## config.mk

```make
export PLATFORM = sky130hd
export DESIGN_NAME = tuple_yielder
export DESIGN_NICKNAME = d
export VERILOG_FILES = /design/src/rtl/tuple_yielder.sv
export SDC_FILE = /design/constraint.sdc
export NUM_CORES = 1
export LEC_CHECK = 0
export CAP_MARGIN = 20
export CORE_MARGIN = 2
export CORE_UTILIZATION = 50
export CTS_CLUSTER_SIZE = 20
export DETAILED_ROUTE_END_ITERATION = 6
export DONT_BUFFER_PORTS = 1
export GPL_TIMING_DRIVEN = 0
export HOLD_SLACK_MARGIN = 0.02
export PLACE_DENSITY = 0.75
export SLEW_MARGIN = 20
export SYNTH_ARGS = -nofsm -noshare
export SYNTH_HDL_FRONTEND = slang
export SYNTH_SLANG_ARGS = --single-unit
```

## constraint.sdc

```tcl
create_clock -name _clock -period 30.6 [get_ports _clock]
set_clock_uncertainty 0.15 [all_clocks]
set_input_delay 6.12 -clock _clock [delete_from_list [all_inputs] [get_ports _clock]]
set_output_delay 6.12 -clock _clock [all_outputs]
set_load 0.02 [all_outputs]
```

## src/rtl/tuple_yielder.sv

```systemverilog
// Yields up to N_YIELDS latched tuples one per accepted handshake, then flags done.
// Start-to-valid latency one cycle; _out/_valid hold for any stall while _ready is low.
module tuple_yielder #(
  parameter int WIDTH    = 32,
  parameter int N_OUT    = 2,
  parameter int N_YIELDS = 4
) (
  input  logic                               _clock,
  input  logic                               _reset,
  input  logic                               _start,
  input  logic [$clog2(N_YIELDS+1)-1:0]      _len,
  input  logic [N_YIELDS*N_OUT*WIDTH-1:0]    _in,
  input  logic                               _ready,
  output logic [N_OUT*WIDTH-1:0]             _out,
  output logic                               _valid,
  output logic                               _done
);

  localparam int LW = $clog2(N_YIELDS + 1);
  localparam int IW = (N_YIELDS > 1) ? $clog2(N_YIELDS) : 1;
  localparam int TW = N_OUT * WIDTH;

  typedef enum logic [1:0] {
    IDLE = 2'd0,
    EMIT = 2'd1,
    DONE = 2'd2
  } state_t;

  state_t                         state_q, state_d;
  logic [IW-1:0]                  idx_q, idx_d;
  logic [LW-1:0]                  len_q, len_d;
  logic [N_YIELDS-1:0][TW-1:0]    buf_q, buf_d;
  logic [TW-1:0]                  out_q, out_d;
  logic                           valid_q, valid_d;
  logic                           done_q, done_d;

  logic [LW-1:0]                  len_clamp;
  logic [IW-1:0]                  idx_next;
  logic                           is_last;

  always_comb begin
    state_d   = state_q;
    idx_d     = idx_q;
    len_d     = len_q;
    buf_d     = buf_q;
    out_d     = out_q;
    valid_d   = valid_q;
    done_d    = done_q;
    len_clamp = (_len > LW'(N_YIELDS)) ? LW'(N_YIELDS) : _len;
    idx_next  = idx_q + IW'(1);
    is_last   = ((LW'(idx_q) + LW'(1)) == len_q);

    case (state_q)
      IDLE, DONE: begin
        if (_start) begin
          buf_d = _in;
          len_d = len_clamp;
          idx_d = '0;
          if (len_clamp == '0) begin
            // Empty run: straight to DONE, never raising valid.
            state_d = DONE;
            valid_d = 1'b0;
            done_d  = 1'b1;
          end else begin
            state_d = EMIT;
            valid_d = 1'b1;
            done_d  = 1'b0;
            out_d   = _in[TW-1:0];
          end
        end
      end
      EMIT: begin
        if (_ready) begin
          if (is_last) begin
            state_d = DONE;
            valid_d = 1'b0;
            done_d  = 1'b1;
          end else begin
            idx_d = idx_next;
            out_d = buf_q[idx_next];
          end
        end
      end
      default: begin
        state_d = IDLE;
        valid_d = 1'b0;
        done_d  = 1'b0;
      end
    endcase
  end

  always_ff @(posedge _clock or posedge _reset) begin
    if (_reset) begin
      state_q <= IDLE;
      idx_q   <= '0;
      len_q   <= '0;
      buf_q   <= '0;
      out_q   <= '0;
      valid_q <= 1'b0;
      done_q  <= 1'b0;
    end else begin
      state_q <= state_d;
      idx_q   <= idx_d;
      len_q   <= len_d;
      buf_q   <= buf_d;
      out_q   <= out_d;
      valid_q <= valid_d;
      done_q  <= done_d;
    end
  end

  assign _out   = out_q;
  assign _valid = valid_q;
  assign _done  = done_q;

endmodule

```

# --- After elaboration in Yosys (flattened, before gate mapping) ---
# Cells that the tools add are included.
word_totals:
  reg_bits: 329
  output_inout_bits: 66
  input_bits: 263
  word_cells: 57
op_classes:
  n_mux: 27
  add_sub_neg: 2
  n_eq_ne: 8
  reduce_logical: 8
  magnitude_cmp: 2
op_table:
  columns: ["op", "count"]
  rows:
  - ["$mux 64", 5]
  - ["$bmux 64 s2", 1]
  - ["$pmux 64 s2", 1]
  - ["$mux 2", 7]
  - ["$ne 2x2->1 const B", 5]
  - ["$mux 1", 8]
  - ["$pmux 2 s2", 2]
  - ["$reduce_and 5->1", 1]
  - ["$pmux 1 s2", 2]
  - ["$reduce_and 4->1", 1]
  - ["$add 2x1->3 const B", 1]
  - ["$eq 3x3->1", 1]
  - ["$gt 3x3->1 const B", 1]
  - ["$logic_not 3->1", 1]
  - ["$lt 2x3->1 const B", 1]
  - ["$mux 3", 1]
  - ["$reduce_and 3->1", 1]
  - ["$add 2x1->2 const B", 1]
  - ["$eq 2x1->1 const B", 1]
  - ["$eq 2x2->1 const B", 1]
  - ["$logic_not 2->1", 1]
  - ["$reduce_and 2->1", 1]
  - ["$reduce_bool 2->1", 1]
  - ["$reduce_or 2->1", 1]

# --- Depth between registers and ports, before layout ---
logic_depth:
  word_depth: 6
  mapped_depth: 8
  ltp_nobuf: 5

# --- Worst setup path after synthesis ---
# OpenSTA, ideal clock, no wires.
synth_path:
  kind: "input-to-reg"
  from: "input _start"
  to: "register buf_q[128] (netlist name)"
  setup_ps: 125
  stages: 5
  t_required_ps: 30325
  n_path_buf: 3
  t_arrival_ps: 7194
  setup_slack_ps: 23131
  path_cell_list: "nor2b_1 -> buf_2 -> buf_2 -> buf_2 -> mux2_2"
synth_between:
  elab_chain_len: 1
synth_lines:
  columns: ["element", "line", "source"]
  rows:
  - ["start: declaration", "10", "input logic _start,"]
  - ["$reduce_and 2->1 (no source line)", null, null]
  - ["end signal: assignment", "105", "buf_q <= buf_d;"]
  - ["end: declaration", "32", "logic [N_YIELDS-1:0][TW-1:0] buf_q, buf_d;"]
# Every way passes these cells.
# A chain may end at the register's enable or synchronous reset.

# --- Final worst setup path ---
layout_path:
  from: "input _start"
  to: "register buf_q[87] (netlist name)"
# Same word-level chain as after synthesis.

==> results.txt <==
The logic depth of the worst register-to-register path is 6. The number of global-route vias before repair is 9611, and the clock latency of the later-clocked register in the worst-skew pair is 510 ps. The average size of a mapped cell is 13.6 sq um, and the horizontal extent of the die is 176 um.

For this design, the CTS-stage hold fixing added 0 buffers. The total wire length is 36.7 mm, and the post-synthesis instance total is 1081. The synthesized design contains 328 register bits. The areal power density over the cells was 132 nW/um^2.

The worst reg2reg path startpoint is _done. After clock tree synthesis, the repair step resized 0 gates. Counting every net in the synthesized netlist gives 1345.

The tools report the cell at the root of the clock tree as clkbuf_16. Summing all placed instances gives a cell area of 15300 sq um. CTS built an H-tree with a depth of 2.

The number of nets in the final layout was 1387. The run gives 7 as the number of antenna violations at the first check in global routing. The path with the worst hold slack has its endpoint at buf_q[121].

The post-route cell area is 16400 sq um. The count of unique library cells instantiated by Yosys is 31. Leaving out fill and tap cells, the most frequent cell in the layout is dfrtp_1. The required time of the critical path came out at 30830 ps. The HPWL after detailed placement is 25.5 mm. The final route contains 8814 vias. Setup repair after global routing left no endpoint under its margin. The first global-routing pass estimated 56.2 mm of wire.

The area used by sequential logic in the layout was 8210 sq um; the leakage component of the power was 0.00733 uW. The total of buffers placed on input and output ports was 0; the data arrival time at the worst-slack endpoint was 7740 ps. Residual antenna-violating net count after detailed routing: 0. TritonCTS built the clock tree. The die extent in y came out at 176 um.

For the final worst setup slack, the log shows 23090 ps. The run finished with clean final reports. The tool flagged a number of max-cap violations equal to 0. The worst IR drop on VDD came out at 0.0000626 V. Area used by multi-input combinational logic: 5770 sq um.

The number of max-slew violations in the final report is 0, and the final critical-path share of the clock period is 24.5%. The worst hold path depth works out to 1. The floorplan step defined a die boundary enclosing 30800 sq um.

The clock slew seen by the registers of the worst setup and hold paths is 50 ps, and the final routed DRC violation total is 0. The total clock buffers created by CTS came out at 36. In this run the most critical hold path is launched from buf_q[121].

Leaving out fill and tap cells, the most frequent cells in the layout are 328 x dfrtp_1, 257 x mux2_2, 192 x mux2i_1, 67 x inv_1, 66 x a21oi_1. Based on the critical path, the design can be clocked at up to 133 MHz. The critical path class is in -> reg. In this run the standard cell core region covers 28900 sq um. The pre-antenna-repair detailed-routing pass consisted of 4 iterations. At the placement stage, the worst setup path has a slack of 22580 ps. Synthesized cell area: 14700 sq um.

Once the floorplan was initialized, standard cells occupied 51.0% of the core. Adding up every negative setup slack in the final design gives 0 ps. Of the synthesized area, sequential elements account for 55.8%. From synthesis to final layout, the design area changed by 11.7%.

In this run the critical register-to-register path is captured at _out[28]. The congestion estimate from routability-driven global placement came to 0.810. After detailed routing, the number of vias per cell comes to 5.73. Entering global routing, the biggest net connects 104 pins. The headroom to the max-slew limit was 45.2%.

The Yosys step of the flow raised 0 warnings. STA classifies the critical path endpoint as a register. Setup violations remaining at the end of the flow were counted as 0.

The number of clock sinks is 328. The detailed router's first-iteration violation count is 383. The standard-cell row count was 62. The min-delay analysis places its worst path in the category reg -> reg. In the final layout, the share of cells above drive strength 1 is 32.4%. The fill cell total of the finished layout was 2358; the total setup buffers inserted after CTS was 0. Across every metal layer, demand over resource in global routing totals 23.8%. For the number of primary I/O pins, the log shows 329. The worst setup path is launched from an input port. Along the worst path, the maximum fanout reaches 10. The routed design could run at a clock period as short as 7510 ps.

The total overflow left after global routing is 0. The slack of the worst reg-to-reg path was 27940 ps; the slew at the pin closest to its max-slew limit was 821 ps. Dividing the detail-routed wire length by the instance count gives 23.9 um. The logs give 3 for the maximum buffer depth of the clock tree and 0 for the number of hold violations in the final report.
==> worst max path at each step <==
stage / start / endpoint / slack [ps] / cells after the start
after global routing: _start / buf_q[179] / 23030 / 4
after CTS: _start / buf_q[177] / 23100 / 4
final: _start / buf_q[87] / 23090 / 4
after floorplan: _reset / _done / 15250 / 1
after global placement: _reset / buf_q[248] / 11830 / 1
after detailed placement: _start / buf_q[75] / 22580 / 4
==> synth_stat cells <==
master,number,area (sq um)
nor3_1,1,5.00
buf_12,6,120
o21ai_0,2,10.0
o311ai_0,1,8.76
o21ai_2,1,8.76
nand3b_1,3,22.5
or3_2,1,7.51
xnor2_1,1,8.76
nor3_4,1,16.3
buf_6,6,67.6
dfrtp_1,328,8210
clkbuf_1,17,63.8
xor2_1,2,17.5
buf_2,42,210
a21bo_2,1,10.0
mux2i_1,192,1920
o22ai_1,65,407
nor2_1,2,7.51
nand3_1,3,15.0
a21oi_1,66,330
buf_4,2,15.0
ha_1,1,12.5
nand2b_1,1,6.26
o31ai_1,1,7.51
or3b_1,1,8.76
mux2_2,257,2890
a31o_2,1,8.76
nand2_1,5,18.8
nor2b_1,2,12.5
nor4_1,1,6.26
inv_1,68,255
==> area by class of cell <==
class / count / share of cell area (%)
flip-flops and latches: 328 / 50.0
multi-input cells: 612 / 35.1
clock buffers: 55 / 6.29
well taps: 384 / 2.92
plain buffers: 73 / 2.90
inverters: 68 / 1.60
repair buffers: 4 / 0.670
clock inverters: 8 / 0.457
diodes: 5 / 0.0761
==> metrics by stage <==
step | util, % | instances | hold slack (ps) | total power (uW)
detailed placement | 53.1 | 1469 | 344 | 1760
floorplan | - | 1081 | 330 | 1530
finish | 56.9 | 1537 | 352 | 2160
global route | 56.9 | 1537 | 364 | 2300
CTS | 56.9 | 1532 | 356 | 2180
global placement | 52.6 | 1465 | 338 | 1730
==> cell families after synthesis <==
logic type | Yosys count | share of synthesized area [%]
xor+xnor | 3 | 0.179
simple gates | 21 | 0.859
flops | 328 | 55.8
fa+ha+maj | 1 | 0.0850
compound gates | 138 | 5.38
buf+inv | 141 | 4.98
mux | 449 | 32.7
==> report_power, final <==
part / leakage, uW / switching, uW / total (uW) / internal, uW
registers: 0.00389 / 185 / 845 / 660
logic: 0.00290 / 451 / 906 / 455
clock network: 0.000540 / 169 / 411 / 242
total: 0.00733 / 805 / 2160 / 1360
==> registers in the layout, summed over array words and instances, names as in the netlist <==
signal / cells
buf_q: 256
_out: 64
len_q: 3
idx_q: 2
_done: 1
_valid: 1
state_q: 1
==> critical path: stages <==
cell,delay (ps)
nor2b_1,170
clkbuf_1,650
buf_2,410
mux2_2,380
==> layer usage <==
metal / GRT usage [%] / share of wire (%)
met1: 29.9 / 40
met2: 38.8 / 49
met3: 6.73 / 8.0
met4: 9.81 / 3.4
met5: 0 / 0.035
Power figures use the tool's default switching activity.
